[src/rtl/rst_release_seq.sv]
// Reset-release sequencer: holds ready low for a programmable number of cycles
// after reset or start, then raises ready with a one-cycle done_pulse.
module rst_release_seq #(
  parameter int CNT_W       = 8,
  parameter int DEFAULT_DLY = 10
) (
  input  logic             clk,
  input  logic             rst,
  input  logic             start,
  input  logic             abort,
  input  logic             dly_load,
  input  logic [CNT_W-1:0] dly_val,
  output logic             ready,
  output logic             busy,
  output logic             done_pulse,
  output logic [CNT_W-1:0] cnt
);

  typedef enum logic [1:0] {
    IDLE,
    COUNT,
    DONE
  } state_t;

  localparam logic [CNT_W-1:0] DLY_RST = CNT_W'(DEFAULT_DLY);
  localparam logic [CNT_W-1:0] ONE     = CNT_W'(1);
  localparam logic [CNT_W-1:0] ZERO    = '0;

  state_t           state, state_nxt;
  logic [CNT_W-1:0] dly, dly_nxt;
  logic [CNT_W-1:0] cnt_nxt;
  logic             ready_nxt;
  logic             busy_nxt;
  logic             done_nxt;
  logic             load_ok;

  // Reset parks the FSM in COUNT so the power-on delay runs straight after release.
  always_ff @(posedge clk) begin
    if (rst) begin
      state      <= COUNT;
      cnt        <= ZERO;
      ready      <= 1'b0;
      busy       <= 1'b1;
      done_pulse <= 1'b0;
      dly        <= DLY_RST;
    end else begin
      state      <= state_nxt;
      cnt        <= cnt_nxt;
      ready      <= ready_nxt;
      busy       <= busy_nxt;
      done_pulse <= done_nxt;
      dly        <= dly_nxt;
    end
  end

  // The delay register is frozen while counting; a zero load is clamped to one.
  assign load_ok = dly_load && (state != COUNT);

  always_comb begin
    state_nxt = state;
    cnt_nxt   = cnt;
    ready_nxt = ready;
    done_nxt  = 1'b0;
    dly_nxt   = dly;

    if (load_ok) begin
      dly_nxt = (dly_val == ZERO) ? ONE : dly_val;
    end

    // Priority inside each state: abort, then start, then normal progress.
    case (state)
      IDLE: begin
        if (!abort && start) begin
          state_nxt = COUNT;
          cnt_nxt   = ZERO;
          ready_nxt = 1'b0;
        end
      end
      COUNT: begin
        if (abort) begin
          state_nxt = IDLE;
          cnt_nxt   = ZERO;
          ready_nxt = 1'b0;
        end else if (start) begin
          cnt_nxt = ZERO;
        end else if (cnt == dly - ONE) begin
          state_nxt = DONE;
          cnt_nxt   = ZERO;
          ready_nxt = 1'b1;
          done_nxt  = 1'b1;
        end else begin
          cnt_nxt = cnt + ONE;
        end
      end
      DONE: begin
        if (abort) begin
          state_nxt = IDLE;
          cnt_nxt   = ZERO;
          ready_nxt = 1'b0;
        end else if (start) begin
          state_nxt = COUNT;
          cnt_nxt   = ZERO;
          ready_nxt = 1'b0;
        end
      end
      default: begin
        state_nxt = IDLE;
        cnt_nxt   = ZERO;
        ready_nxt = 1'b0;
      end
    endcase

    busy_nxt = (state_nxt == COUNT);
  end

endmodule

[config.mk]
export PLATFORM = sky130hd
export DESIGN_NAME = rst_release_seq
export DESIGN_NICKNAME = d
export VERILOG_FILES = /design/src/rtl/rst_release_seq.sv
export SDC_FILE = /design/constraint.sdc
export NUM_CORES = 1
export LEC_CHECK = 0
export ABC_AREA = 1
export CAP_MARGIN = 20
export CORE_MARGIN = 2
export CORE_UTILIZATION = 25
export DETAILED_ROUTE_END_ITERATION = 10
export PLACE_DENSITY = 0.48
export SLEW_MARGIN = 0
export SYNTH_ARGS = -nofsm -noshare
export SYNTH_HDL_FRONTEND = slang
export SYNTH_SLANG_ARGS = --single-unit
[constraint.sdc]
create_clock -name clk -period 2.4 [get_ports clk]
set_clock_uncertainty 0.2 [all_clocks]
set_input_delay 0.48 -clock clk [delete_from_list [all_inputs] [get_ports clk]]
set_output_delay 0.48 -clock clk [all_outputs]
set_load 0.005 [all_outputs]
Yosys cells after proc, flatten, opt, wreduce, memory -nomap -nowiden
Index checks and enable logic that the tools add are counted.

storage, ports and cells
  memories kept = 0
  bits in registers = 21
  input bits = 13
  bits in latches = 0
  output and inout port bits = 11
  word-level logic and storage cells = 49
  memory bits (writable) = 0
  memory bits (read-only) = 0

operators by class
  eq/ne operators = 9
  $add $sub $neg = 2
  multiply operators = 0
  mux-type cells = 23
  div/mod/pow operators = 0
  reduce and logical (&&, ||, !) cells = 8
  $lt $le $gt $ge = 0
  shifts and indexed selects = 0
  bitwise gates (word level) = 1

operator list
  cell                   count
  $mux W8                7
  $pmux W8 S3            1
  $mux W2                6
  $ne A3 B3 Y1 const B   3
  $add A8 B1 Y8 const B  1
  $eq A8 B8 Y1           1
  $logic_not A8 Y1       1
  $sub A8 B1 Y8 const B  1
  $mux W1                7
  $pmux W2 S3            1
  $eq A2 B1 Y1 const B   2
  $reduce_and A4 Y1      1
  $reduce_or A4 Y1       1
  $pmux W1 S3            1
  $eq A2 B2 Y1 const B   1
  $logic_and A1 B1 Y1    2
  $logic_not A2 Y1       1
  $ne A2 B1 Y1 const B   1
  $ne A2 B2 Y1 const B   1
  $reduce_and A2 Y1      1
  $logic_not A1 Y1       1
  $not A1 Y1             1

Depth between registers and ports, before layout
Gate-level depths: netlist of run 1.

  depth after elaboration = 7
  mapped depth = 13
  depth with buffers taken out = 13

Least setup slack after synthesis of run 1
OpenSTA, ideal clock, no wires.

  path kind = reg2reg
  from = reg dly[0]
  to = reg cnt[1]
  stages on the path, launching flop included = 13
  library setup time = 132 ps
  path slack = 606 ps
  arrival = 1462 ps
  required time = 2068 ps
  clock period less this slack = 1794 ps
  buffers on the path = 0
  cell sequence = dfxtp_1 -> inv_1 -> ha_1 -> nand2_1 -> inv_1 -> nor2_1 -> nand2_1 -> nor2_1 -> nand3_1 -> nor2_4 -> nand2_4 -> nand3_1 -> a21oi_1

on the way
  word-level cells in the longest chain between the ends = 6

RTL lines
  element                 line  RTL
  from (decl)             30    logic [CNT_W-1:0] dly, dly_nxt;
  from (signal assigned)  52    dly <= dly_nxt;
  $sub A8 B1 Y8           86    end else if (cnt == dly - ONE) begin
  $eq A8 B8 Y1            86
  $mux W8                 86
  $mux W8                 84    end else if (start) begin
  $mux W8                 80    if (abort) begin
  $pmux W8 S3             71    case (state)
  to (signal assigned)    48    cnt <= cnt_nxt;
  to (decl)               16    output logic [CNT_W-1:0] cnt

Every way passes these cells.
A chain may end at the register's enable or synchronous reset.

Worst setup path after layout of run 1
  from = reg dly[0]
  to = reg busy

on the way
  word-level cells in the longest chain between the ends = 7

RTL lines
  element               line  RTL
  $sub A8 B1 Y8         86
  $eq A8 B8 Y1          86
  $mux W2               86
  $mux W2               84
  $mux W2               80
  $pmux W2 S3           71
  $eq A2 B1 Y1          113   busy_nxt = (state_nxt == COUNT);
  to (signal assigned)  50    busy <= busy_nxt;
  to (decl)             14    output logic busy,

Every way passes these cells.

==> flow_summary.rst, run 1 <==
.. list-table::
   :header-rows: 1

   * - Metric
     - Value
   * - Endpoint of the worst register-to-register path
     - busy
   * - Total number of placement rows
     - 25
   * - Headroom to the max-slew limit
     - 76.75%
   * - Filler cells
     - 519
   * - Top FF cell, synth
     - sky130_fd_sc_hd__dfxtp_1
   * - Flip-flop and latch count after synthesis
     - 21
   * - Net switching fraction of the power
     - 28.28%
   * - Setup total negative slack
     - 0 ns
   * - Worst path max stage delay
     - 0.36 ns
   * - Diode count
     - 0
   * - Worst-Margin Slew
     - 0.3480 ns
   * - Detailed Place HPWL
     - 2280 microns
   * - Clock sink count
     - 21
   * - Share of synthesized flip-flops with an asynchronous set or reset
     - 0%
   * - CTS tree
     - yes
   * - Portion of total power attributed to combinational logic
     - 17.7%
   * - R2R setup slack
     - 0.34 ns
   * - Initial antenna violation count
     - 0
   * - Boundary pin count
     - 24
   * - Critical path capture point type
     - register
   * - Height of the die
     - 73.71 microns
   * - Portion of the post-synthesis area used by sequential elements
     - 34.60%
   * - Clock Pin Slew Worst Setup and Hold Paths
     - 0.08 ns
   * - Worst Path Max Fanout
     - 9
   * - Fin crit period
     - 2.057 ns
   * - Leakage power total
     - 0.6516 nW
   * - First-pass DRT Iterations
     - 4
   * - Net count reported at finish
     - 223
   * - EDFF count, synth
     - 0
   * - CTS Root Cell
     - sky130_fd_sc_hd__clkbuf_8
   * - Final worst-path cycle share
     - 85.70%
   * - Fmax achieved
     - 0.4862 GHz
   * - Area taken by multi-input logic gates
     - 678.2 sq um
   * - Startpoint type of the worst setup path
     - register
   * - Hold buffers post-CTS
     - 0
   * - Leading post-synthesis cells by cell area
     - sky130_fd_sc_hd__dfxtp_1, sky130_fd_sc_hd__nand2_1, sky130_fd_sc_hd__inv_1, sky130_fd_sc_hd__nand3_1, sky130_fd_sc_hd__a21oi_1
   * - Placeable core region
     - 0.004692 sq mm
   * - Crit. path cell count
     - 12
   * - Cell class contributing the biggest share of worst-path delay
     - simple AND/OR/NAND/NOR gates
   * - Number of cells traversed by the worst hold path
     - 2
   * - Setup Fix Bufs, Post-CTS
     - 0
   * - Largest area contributor in the netlist
     - sky130_fd_sc_hd__dfxtp_1
   * - Crit Path Category
     - register to register
   * - Number of nets with antenna violations after detailed routing
     - 0
   * - Initial standard-cell utilization of the core
     - 25.89%
   * - Final Setup Violations
     - 0
   * - Status
     - finished, final reports clean
   * - Max-cap check violation count
     - 0
   * - Yosys Warn Count
     - 0
   * - Buffers and inverters on the worst path
     - 2
   * - Area fraction of the dominant cell type after synthesis
     - 34.60%
   * - Hold path endpoint
     - ready
   * - IR Drop Worst-Case VDD
     - 0.0001739 V
   * - Pwr per Cell Area
     - 476.4 mW/mm^2
   * - Fraction of layout instances using a drive strength above 1
     - 8.696%
   * - Full die area
     - 0.005433 sq mm
   * - Library cells used by synthesis
     - 23
   * - Later-pin clock latency in the skew report
     - 0.26 ns
   * - Most common library cell in the layout ignoring fill and taps
     - sky130_fd_sc_hd__nand2_1
   * - CTS max path bufs
     - 2
   * - Global route overflow
     - 0
   * - Number of gates given a new drive strength after cts
     - 0
   * - Startpoint of the most critical register-to-register path
     - dly[0]
   * - Largest net degree at the start of global routing
     - 13
   * - Slowest cell on the critical path
     - sky130_fd_sc_hd__dfxtp_1
   * - Part of the total power dissipated in sequential elements
     - 50.0%
   * - Int Pwr
     - 531.4 uW
   * - Port Buffers
     - 23
   * - Required time of the critical path
     - 2.34 ns
   * - Worst Min Path Start
     - ready
   * - Unrepaired setup endpoints after global routing
     - false
   * - Hold violation count in the final report
     - 0
   * - Combined flip-flop and latch cell area
     - 420.4 sq um
   * - Summed area of non-filler cells in the final layout
     - 0.001555 sq mm
   * - Drt via density
     - 4.456
   * - Area grow syn2layout
     - 28.01%
   * - Cells traversed along the worst timing path
     - inv_1, ha_1, nand2_1, inv_1, nor2_1, nand2_1, nor2_1, nand3_1, nor2_4, nand2_4, nand2_2, nand4_1
   * - Total standard cell area after synthesis
     - 0.001215 sq mm
   * - Type of the most critical hold path
     - register to register
   * - Commonest cells after routing, fill and taps aside
     - sky130_fd_sc_hd__nand2_1, sky130_fd_sc_hd__inv_1, sky130_fd_sc_hd__clkdlybuf4s50_1
   * - Gate count after technology mapping
     - 182
   * - Number of global-route vias before repair
     - 1068
   * - Total Wirelength
     - 3017 microns
   * - Aggregate global-route resource usage
     - 12.25%
   * - Final RePlAce weighted congestion
     - 0.7910
   * - Number of vias in the routed layout
     - 1163
   * - Fraction of power consumed by the clock network
     - 32.3%
   * - Number of cell instances on the worst register-to-register path
     - 12
   * - Syn_area_per_cell
     - 6.675 sq um
   * - Global-route wire length before repair
     - 5002 microns
   * - Clock buffers created by TritonCTS
     - 3
   * - Horizontal die dimension
     - 73.71 microns
   * - Depth of the CTS H-tree
     - 1
   * - DRC violations left
     - 0
   * - Number of DRC markers in iteration 0
     - 41
   * - Switching power total
     - 209.5 uW
   * - Detailed-route wire length per cell
     - 11.56 microns
   * - Count of final max-slew check failures
     - 0
   * - Synthesized net count
     - 197
   * - Worst path arrival time
     - 2.00 ns
   * - Total placed instance area
     - 0.001509 sq mm
[tightest hold or removal path: stages (launching register included)]
cell	delay [ns]
sky130_fd_sc_hd__dfxtp_1	0.32
sky130_fd_sc_hd__inv_1	0.05
sky130_fd_sc_hd__a21oi_1	0.06
[registers in the layout (all words and copies together) (netlist names)]
register and cells:
dly 8, ready 1, busy 1, done_pulse 1, cnt 8, state 2
[metal layers]
layer	share of wire, %	vias up	wire (microns)	GRT usage (%)
met3	2.8	4	85	2.195
met2	44	17	1324	18.06
met5	0	-	0	0
met4	2.1	0	63	6.061
met1	51	509	1544	17.01
li1	-	633	-	-
[logic make-up (layout without fill, tap and decap cells)]
family / Yosys count / count (layout) / share of synthesized area (%)
DFF: 21 / 21 / 34.60
and+or+nand+nor: 93 / 93 / 35.94
adders and majority gates: 2 / 2 / 2.059
buffers and inverters: 31 / 56 / 9.578
AOI/OAI and AO/OA: 26 / 26 / 11.33
xor gates and xnor gates: 9 / 9 / 6.489
[power by group through the flow]
stage	clock, mW	sequential (mW)	combinational [mW]
after floorplan	0	0.377	0.0858
after global placement	0	0.379	0.133
after detailed placement	0	0.379	0.132
after CTS	0.248	0.370	0.133
after global routing	0.260	0.372	0.152
final	0.239	0.370	0.131
[how the worst max path moves through the flow]
stage	from	endpoint	slack, ns
2_1_floorplan	dly[0]	cnt[1]	0.61
6_report	dly[0]	busy	0.34
4_1_cts	dly[0]	state[0]	0.33
3_5_place_dp	start	ready	0.21
3_3_place_gp	start	ready	0.28
5_1_grt	dly[0]	busy	0.12
[synthesized netlist by cell type, types with 3 or more instances]
cell,count
sky130_fd_sc_hd__dfxtp_1,21
sky130_fd_sc_hd__o21ai_0,9
sky130_fd_sc_hd__inv_1,23
sky130_fd_sc_hd__nor2_1,17
sky130_fd_sc_hd__xor2_1,6
sky130_fd_sc_hd__nand3_1,17
sky130_fd_sc_hd__xnor2_1,3
sky130_fd_sc_hd__nand2_1,42
sky130_fd_sc_hd__nand3_2,3
sky130_fd_sc_hd__inv_2,3
sky130_fd_sc_hd__nand4_1,4
sky130_fd_sc_hd__clkbuf_1,3
sky130_fd_sc_hd__a21oi_1,14
[final cells by class]
type | count | share of cell area, %
clock buffer | 3 | 2.655
clock inverter | 1 | 0.3218
inverter | 28 | 6.758
multi-input combinational | 130 | 43.60
sequential | 21 | 27.03
tap | 54 | 4.344
timing repair buffer | 24 | 15.29
[through the flow]
step	utilization, %	setup WS, ns	total power [mW]	hold slack (ns)	cells
final	33.15	0.3432	0.7409	0.2687	261
after global routing	33.15	0.1168	0.7832	0.2994	261
after CTS	33.15	0.3346	0.7519	0.2757	261
after detailed placement	32.16	0.2077	0.5110	0.2620	257
after global placement	32.16	0.2794	0.5122	0.2510	257
after floorplan	-	0.6061	0.4628	0.2449	182
(Power assumes the default switching activity.)
==> inputs of run 2 (changes only) <==
--- a/config.mk
+++ b/config.mk
@@ -5,8 +5,6 @@
 export SDC_FILE = /design/constraint.sdc
 export NUM_CORES = 1
 export LEC_CHECK = 0
-export ABC_AREA = 1
-export CAP_MARGIN = 20
 export CORE_MARGIN = 2
 export CORE_UTILIZATION = 25
 export DETAILED_ROUTE_END_ITERATION = 10
==> run 2 against run 1 <==
Effect of this change:
- the run now ends with setup timing left
- die area fell by 5.7%
- worst setup slack got worse by 0.37 ns
- wire length grew 3.6%
- synthesized cell count is 24% lower
- critical path type unchanged
- clock power fell by 3%
- sequential power about the same
- first-iteration DRC count rose by 32%
- fmax decreased by 15%
==> flow_summary.rst, run 2 <==
.. list-table::
   :header-rows: 1

   * - Metric
     - Value
   * - EDFF count, synth
     - 0
   * - Total Wirelength
     - 3126 microns
   * - Hold path endpoint
     - dly[7]
   * - Flip-flop and latch count after synthesis
     - 21
   * - Net count reported at finish
     - 204
   * - Total standard cell area after synthesis
     - 0.001141 sq mm
   * - Cells traversed along the worst timing path
     - inv_4, ha_4, xnor2_1, a2111o_1, or4_4, and2_4, a32o_1
   * - Worst path max stage delay
     - 0.59 ns
   * - CTS tree
     - yes
   * - Fin crit period
     - 2.423 ns
   * - Later-pin clock latency in the skew report
     - 0.26 ns
   * - Type of the most critical hold path
     - register to register
   * - Yosys Warn Count
     - 0
   * - Startpoint of the most critical register-to-register path
     - dly[0]
   * - Number of nets with antenna violations after detailed routing
     - 0
   * - Portion of total power attributed to combinational logic
     - 18.2%
   * - Total number of placement rows
     - 24
   * - Clock buffers created by TritonCTS
     - 3
   * - Clock sink count
     - 21
   * - Leading post-synthesis cells by cell area
     - sky130_fd_sc_hd__dfxtp_1, sky130_fd_sc_hd__nand2_1, sky130_fd_sc_hd__xor2_1, sky130_fd_sc_hd__xnor2_1, sky130_fd_sc_hd__a21oi_1
   * - Library cells used by synthesis
     - 38
   * - Top FF cell, synth
     - sky130_fd_sc_hd__dfxtp_1
   * - Part of the total power dissipated in sequential elements
     - 50.3%
   * - Summed area of non-filler cells in the final layout
     - 0.001729 sq mm
   * - Detailed-route wire length per cell
     - 13.03 microns
   * - Slowest cell on the critical path
     - sky130_fd_sc_hd__or4_4
   * - Total placed instance area
     - 0.001588 sq mm
   * - Net switching fraction of the power
     - 25.23%
   * - Worst path arrival time
     - 2.37 ns
   * - IR Drop Worst-Case VDD
     - 0.0003735 V
   * - Height of the die
     - 71.56 microns
   * - Full die area
     - 0.005121 sq mm
   * - Fraction of layout instances using a drive strength above 1
     - 24.47%
   * - Syn_area_per_cell
     - 8.209 sq um
   * - Biggest registers after layout
     - cnt (8), dly (8), state (2)
   * - Unrepaired setup endpoints after global routing
     - true
   * - Int Pwr
     - 552.3 uW
   * - Boundary pin count
     - 24
   * - Leakage power total
     - 0.6750 nW
   * - Cell class contributing the biggest share of worst-path delay
     - simple AND/OR/NAND/NOR gates
   * - Depth of the CTS H-tree
     - 1
   * - Initial antenna violation count
     - 0
   * - Port Buffers
     - 23
   * - Portion of the post-synthesis area used by sequential elements
     - 36.84%
   * - Worst-Margin Slew
     - 0.3815 ns
   * - Area fraction of the dominant cell type after synthesis
     - 36.84%
   * - Failing checks
     - setup timing
   * - Clock Pin Slew Worst Setup and Hold Paths
     - 0.08 ns
   * - Worst Path Max Fanout
     - 7
   * - Detailed Place HPWL
     - 2331 microns
   * - Post-Route Utilization
     - 39.44%
   * - Area grow syn2layout
     - 51.54%
   * - Least setup slack across all paths after layout
     - -0.02286 ns
   * - Horizontal die dimension
     - 71.56 microns
   * - Global route overflow
     - 0
   * - Global-route wire length before repair
     - 4974 microns
   * - Post-Layout Cell Count
     - 240
   * - R2R setup slack
     - -0.02 ns
   * - Met2 capacity usage during global routing
     - 19.24%
   * - Fmax achieved
     - 0.4127 GHz
   * - Number of vias in the routed layout
     - 1214
   * - First-pass DRT Iterations
     - 4
   * - Crit Path Category
     - register to register
   * - Commonest cells after routing, fill and taps aside
     - sky130_fd_sc_hd__buf_4, sky130_fd_sc_hd__clkdlybuf4s50_1, sky130_fd_sc_hd__nand2_1
   * - Synthesized net count
     - 154
   * - Headroom to the max-slew limit
     - 74.41%
   * - Hold Slack
     - 0.2841 ns
   * - Most used standard cell by instance count after synthesis
     - sky130_fd_sc_hd__dfxtp_1
   * - M1 GR Usage
     - 16.45%
   * - Most common library cell in the layout ignoring fill and taps
     - sky130_fd_sc_hd__buf_4
   * - Aggregate global-route resource usage
     - 12.13%
   * - Number of global-route vias before repair
     - 1100
   * - Status
     - complete, but fails checks
   * - Worst Min Path Start
     - dly[7]
   * - Max-cap check violation count
     - 0
   * - Setup total negative slack
     - -0.04511 ns
   * - Number of DRC markers in iteration 0
     - 54
   * - DRC violations left
     - 0
   * - CTS Root Cell
     - sky130_fd_sc_hd__clkbuf_8
   * - Buffers and inverters on the worst path
     - 1
   * - Initial standard-cell utilization of the core
     - 26.03%
   * - Drt via density
     - 5.058
   * - Gate count after technology mapping
     - 139
   * - Required time of the critical path
     - 2.35 ns
   * - Final Setup Violations
     - 3
   * - GRT met3 Usage
     - 2.110%
   * - Critical path capture point type
     - register
   * - Final RePlAce weighted congestion
     - 0.8551
   * - Global routing's busiest layer
     - met2
   * - Share of synthesized flip-flops with an asynchronous set or reset
     - 0%
   * - Fraction of power consumed by the clock network
     - 31.6%
   * - Startpoint type of the worst setup path
     - register
   * - Endpoint of the worst register-to-register path
     - cnt[1]
   * - Number of cells traversed by the worst hold path
     - 2
   * - Count of final max-slew check failures
     - 0
   * - Top cells by count, synth
     - sky130_fd_sc_hd__dfxtp_1, sky130_fd_sc_hd__nand2_1, sky130_fd_sc_hd__a21oi_1, sky130_fd_sc_hd__nor2_1
   * - Hold violation count in the final report
     - 0
   * - Largest area contributor in the netlist
     - sky130_fd_sc_hd__dfxtp_1
   * - Pwr per Cell Area
     - 427.2 mW/mm^2
   * - Placeable core region
     - 0.004384 sq mm
   * - Cell count after placement
     - 232
   * - Filler cells
     - 442
   * - Diode count
     - 0
   * - CTS max path bufs
     - 2
   * - Number of cell instances on the worst register-to-register path
     - 7
   * - Switching power total
     - 186.3 uW
   * - Final worst-path cycle share
     - 101.0%
   * - Largest net degree at the start of global routing
     - 15
==> run 2: changes by cell type after synthesis, sizes merged, moves of 4 or more <==
cell,delta
nor3,+4
nor4,+4
nand2,-26
nand3,-15
a21o,+5
a21oi,-6
nor2,-13
inv,-23
==> run 2: final cells by class <==
type / instances / area (sq um) / share of cell area, %
repair buffers: 49 / 432.9 / 25.04
flip-flops and latches: 21 / 426.7 / 24.67
inverters: 3 / 13.76 / 0.7959
well taps: 52 / 65.06 / 3.763
multi-input cells: 111 / 745.7 / 43.13
clock buffers: 4 / 45.04 / 2.605
==> run 2: per-stage QoR <==
| step | power (mW) | worst slack (ns) |
|---|---|---|
| 6_report | 0.7386 | -0.02286 |
| 5_1_grt | 0.7801 | -0.08030 |
| 4_1_cts | 0.7367 | -0.004678 |
| 3_5_place_dp | 0.4990 | -0.1133 |
| 3_3_place_gp | 0.4975 | -0.07440 |
| 2_1_floorplan | 0.4365 | 0.01509 |
==> run 2: how the worst max path moves through the flow <==
stage                 from  slack, ns  cells past startpoint  endpoint
floorplan           dly[0]       0.02                      8    cnt[1]
global placement    dly[1]      -0.07                      7    cnt[1]
detailed placement  dly[0]      -0.11                      7    cnt[1]
CTS                 dly[0]     -0.005                      6    cnt[1]
global route        dly[0]      -0.08                      8     ready
finish              dly[0]      -0.02                      7    cnt[1]
==> run 2: per-layer routing <==
layer,wire length [microns],up-vias
li1,-,608
met4,53,0
met1,1466,572
met5,0,-
met2,1467,30
met3,139,4
==> run 2: what timing repair did <==
| action | in CTS | in global routing |
|---|---|---|
| buffers inserted | 0 | 4 |
| setup endpoints to repair | 8 | 9 |
| pin swaps | 0 | 10 |
| hold endpoints to repair | 0 | 0 |
| hold buffers | 0 | 0 |
| resized for setup | 1 | 17 |
==> run 2: cells by family after synthesis <==
group | share of synthesized area (%)
xor+xnor | 8.443
simple gates | 30.26
fa+ha+maj | 2.193
buf+inv | 2.412
flops | 36.84
compound gates | 19.85
==> run 2: worst reg2reg max path, stage by stage (launching register included) <==
cell	delay [ns]
sky130_fd_sc_hd__dfxtp_4	0.39
sky130_fd_sc_hd__inv_4	0.05
sky130_fd_sc_hd__ha_4	0.23
sky130_fd_sc_hd__xnor2_1	0.11
sky130_fd_sc_hd__a2111o_1	0.36
sky130_fd_sc_hd__or4_4	0.59
sky130_fd_sc_hd__and2_4	0.19
sky130_fd_sc_hd__a32o_1	0.20
==> run 2: power by group through the flow <==
stage,Combinational (mW),Sequential (mW),Clock (mW)
3_3_place_gp,0.119,0.378,0
4_1_cts,0.122,0.370,0.244
5_1_grt,0.146,0.373,0.261
3_5_place_dp,0.121,0.378,0
2_1_floorplan,0.0591,0.377,0
6_report,0.134,0.371,0.233
==> inputs of run 3 (changes only) <==
--- a/config.mk
+++ b/config.mk
@@ -7,6 +7,7 @@
 export LEC_CHECK = 0
 export CORE_MARGIN = 2
 export CORE_UTILIZATION = 25
+export CTS_CLUSTER_SIZE = 40
 export DETAILED_ROUTE_END_ITERATION = 10
 export PLACE_DENSITY = 0.48
 export SLEW_MARGIN = 0
==> constraint.sdc (replaced) <==
create_clock -name clk -period 3.05 [get_ports clk]
set_clock_uncertainty 0.2 [all_clocks]
set_input_delay 0.61 -clock clk [delete_from_list [all_inputs] [get_ports clk]]
set_output_delay 0.61 -clock clk [all_outputs]
set_load 0.005 [all_outputs]
==> run 3 against run 2 <==
Effect of this change:
- the run now ends clean
- first-iteration DRC count rose by 93%
- clock power fell by 20%
- flip-flop and latch count did not move
- die area did not move
- critical path type unchanged
- critical endpoint unchanged
==> flow_summary.rst, run 3 (synthesis gave the netlist of run 2 again) <==
.. list-table::
   :header-rows: 1

   * - Metric
     - Value
   * - Initial antenna violation count
     - 0
   * - Setup total negative slack
     - 0 ns
   * - Status
     - finished, final reports clean
   * - Diode count
     - 0
   * - Fin crit period
     - 2.752 ns
   * - Worst setup slack after placement
     - 0.2907 ns
   * - First-pass DRT Iterations
     - 4
   * - Max-cap check violation count
     - 0
   * - Worst-Margin Slew
     - 0.4777 ns
   * - Worst path arrival time
     - 2.71 ns
   * - Detailed-route wire length per cell
     - 13.87 microns
   * - Total placed instance area
     - 0.001443 sq mm
   * - Final Setup Violations
     - 0
   * - Largest net degree at the start of global routing
     - 15
   * - Hold buffers post-CTS
     - 0
   * - Total Wirelength
     - 3010 microns
   * - Number of gates given a new drive strength after cts
     - 0
   * - Boundary pin count
     - 24
   * - Number of DRC markers in iteration 0
     - 104
   * - DRC violations left
     - 0
   * - Most common library cell in the layout ignoring fill and taps
     - sky130_fd_sc_hd__clkdlybuf4s50_1
   * - Number of global-route vias before repair
     - 1092
   * - Commonest cells after routing, fill and taps aside
     - sky130_fd_sc_hd__clkdlybuf4s50_1, sky130_fd_sc_hd__dfxtp_1, sky130_fd_sc_hd__nand2_1
   * - Fmax achieved
     - 0.3633 GHz
   * - IR Drop Worst-Case VDD
     - 0.0002037 V
   * - Area grow syn2layout
     - 30.37%
   * - Detailed Place HPWL
     - 2246 microns
   * - Startpoint of the most critical register-to-register path
     - dly[0]
   * - Horizontal die dimension
     - 71.56 microns
   * - Endpoint of the worst register-to-register path
     - cnt[1]
   * - CTS max path bufs
     - 2
   * - Clock sink count
     - 21
   * - Unrepaired setup endpoints after global routing
     - false
   * - Worst Path Max Fanout
     - 9
   * - Fraction of layout instances using a drive strength above 1
     - 5.455%
   * - Height of the die
     - 71.56 microns
   * - CTS tree
     - yes
   * - Total number of placement rows
     - 24
   * - Depth of the CTS H-tree
     - 1
   * - Biggest registers after layout
     - cnt (8), dly (8), state (2)
   * - Final worst-path cycle share
     - 90.25%
   * - Summed area of non-filler cells in the final layout
     - 0.001488 sq mm
   * - Net count reported at finish
     - 181
   * - Least setup slack across all paths after layout
     - 0.2975 ns
   * - Number of vias in the routed layout
     - 1145
   * - R2R setup slack
     - 0.30 ns
   * - CTS Root Cell
     - sky130_fd_sc_hd__clkbuf_8
   * - Type of the most critical hold path
     - register to register
   * - Global-route wire length before repair
     - 5264 microns
   * - Port Buffers
     - 23
   * - Leakage power total
     - 0.5368 nW
   * - Clock buffers created by TritonCTS
     - 3
   * - Setup Fix Bufs, Post-CTS
     - 0
   * - Initial standard-cell utilization of the core
     - 26.03%
   * - GRT met3 Usage
     - 3.516%
   * - Clock Pin Slew Worst Setup and Hold Paths
     - 0.08 ns
   * - Later-pin clock latency in the skew report
     - 0.26 ns
   * - Global route overflow
     - 0
   * - Critical path capture point type
     - register
   * - Placeable core region
     - 0.004384 sq mm
   * - Pwr per Cell Area
     - 377.2 mW/mm^2
   * - Number of cell instances on the worst register-to-register path
     - 7
   * - Final RePlAce weighted congestion
     - 0.7899
   * - Drt via density
     - 5.276
   * - Area taken by multi-input logic gates
     - 693.2 sq um
   * - Aggregate global-route resource usage
     - 12.84%
   * - Count of final max-slew check failures
     - 0
   * - Number of nets with antenna violations after detailed routing
     - 0
   * - Hold violation count in the final report
     - 0
   * - Post-Route Utilization
     - 33.93%
   * - Filler cells
     - 458
   * - Crit Path Category
     - register to register
   * - Headroom to the max-slew limit
     - 68.04%
   * - Launching instance or port of the critical path
     - dly[0]
   * - Met2 capacity usage during global routing
     - 20.37%
   * - Startpoint type of the worst setup path
     - register
   * - Global routing's busiest layer
     - met2
   * - Full die area
     - 0.005121 sq mm
   * - End point of the critical path
     - cnt[1]
   * - M1 GR Usage
     - 17.62%
   * - Required time of the critical path
     - 3.01 ns
   * - Combined flip-flop and latch cell area
     - 420.4 sq um
-- run 3: cell types whose count changed in the layout (fill, tap and decap cells not counted), sizes merged --
cell  delta
buf     -23
-- run 3: layout make-up --
class | instances | area share [%]
clock buffers | 4 | 3.028
multi-input cells | 111 | 46.59
well taps | 52 | 4.373
repair buffers | 26 | 16.99
inverters | 3 | 0.7569
flip-flops and latches | 21 | 28.26
-- run 3: worst max-delay path, cell delays in order (launching register included) --
cell,delay [ns]
sky130_fd_sc_hd__dfxtp_1,0.41
sky130_fd_sc_hd__inv_1,0.09
sky130_fd_sc_hd__ha_1,0.31
sky130_fd_sc_hd__xnor2_1,0.13
sky130_fd_sc_hd__a2111o_1,0.36
sky130_fd_sc_hd__or4_1,0.69
sky130_fd_sc_hd__and2_1,0.21
sky130_fd_sc_hd__a32o_1,0.24
-- run 3: how the worst min path moves through the flow --
| stage | depth (start not counted) | startpoint | end |
|---|---|---|---|
| finish | 2 | dly[7] | dly[7] |
| global route | 2 | dly[7] | dly[7] |
| CTS | 2 | dly[7] | dly[7] |
| global placement | 2 | dly[7] | dly[7] |
| detailed placement | 2 | dly[7] | dly[7] |
| floorplan | 2 | dly[7] | dly[7] |
-- run 3: per-stage QoR --
step / power (mW) / std cells / hold slack [ns]
2_1_floorplan: 0.3425 / 139 / 0.2481
3_3_place_gp: 0.3780 / 213 / 0.2695
3_5_place_dp: 0.3813 / 213 / 0.2797
4_1_cts: 0.5698 / 217 / 0.2915
5_1_grt: 0.5929 / 217 / 0.3205
6_report: 0.5611 / 217 / 0.2881
-- run 3: metal layers --
| metal | vias up | wire length [microns] |
|---|---|---|
| li1 | 561 | - |
| met1 | 553 | 1426 |
| met2 | 29 | 1436 |
| met3 | 2 | 130 |
| met4 | 0 | 17 |
| met5 | - | 0 |
-- run 3: report_power, final --
part           switching [mW]  leakage, nW  internal (mW)
logic                  0.0397        0.343         0.0425
clock network          0.0927       0.0228         0.0931
registers              0.0111        0.171          0.282
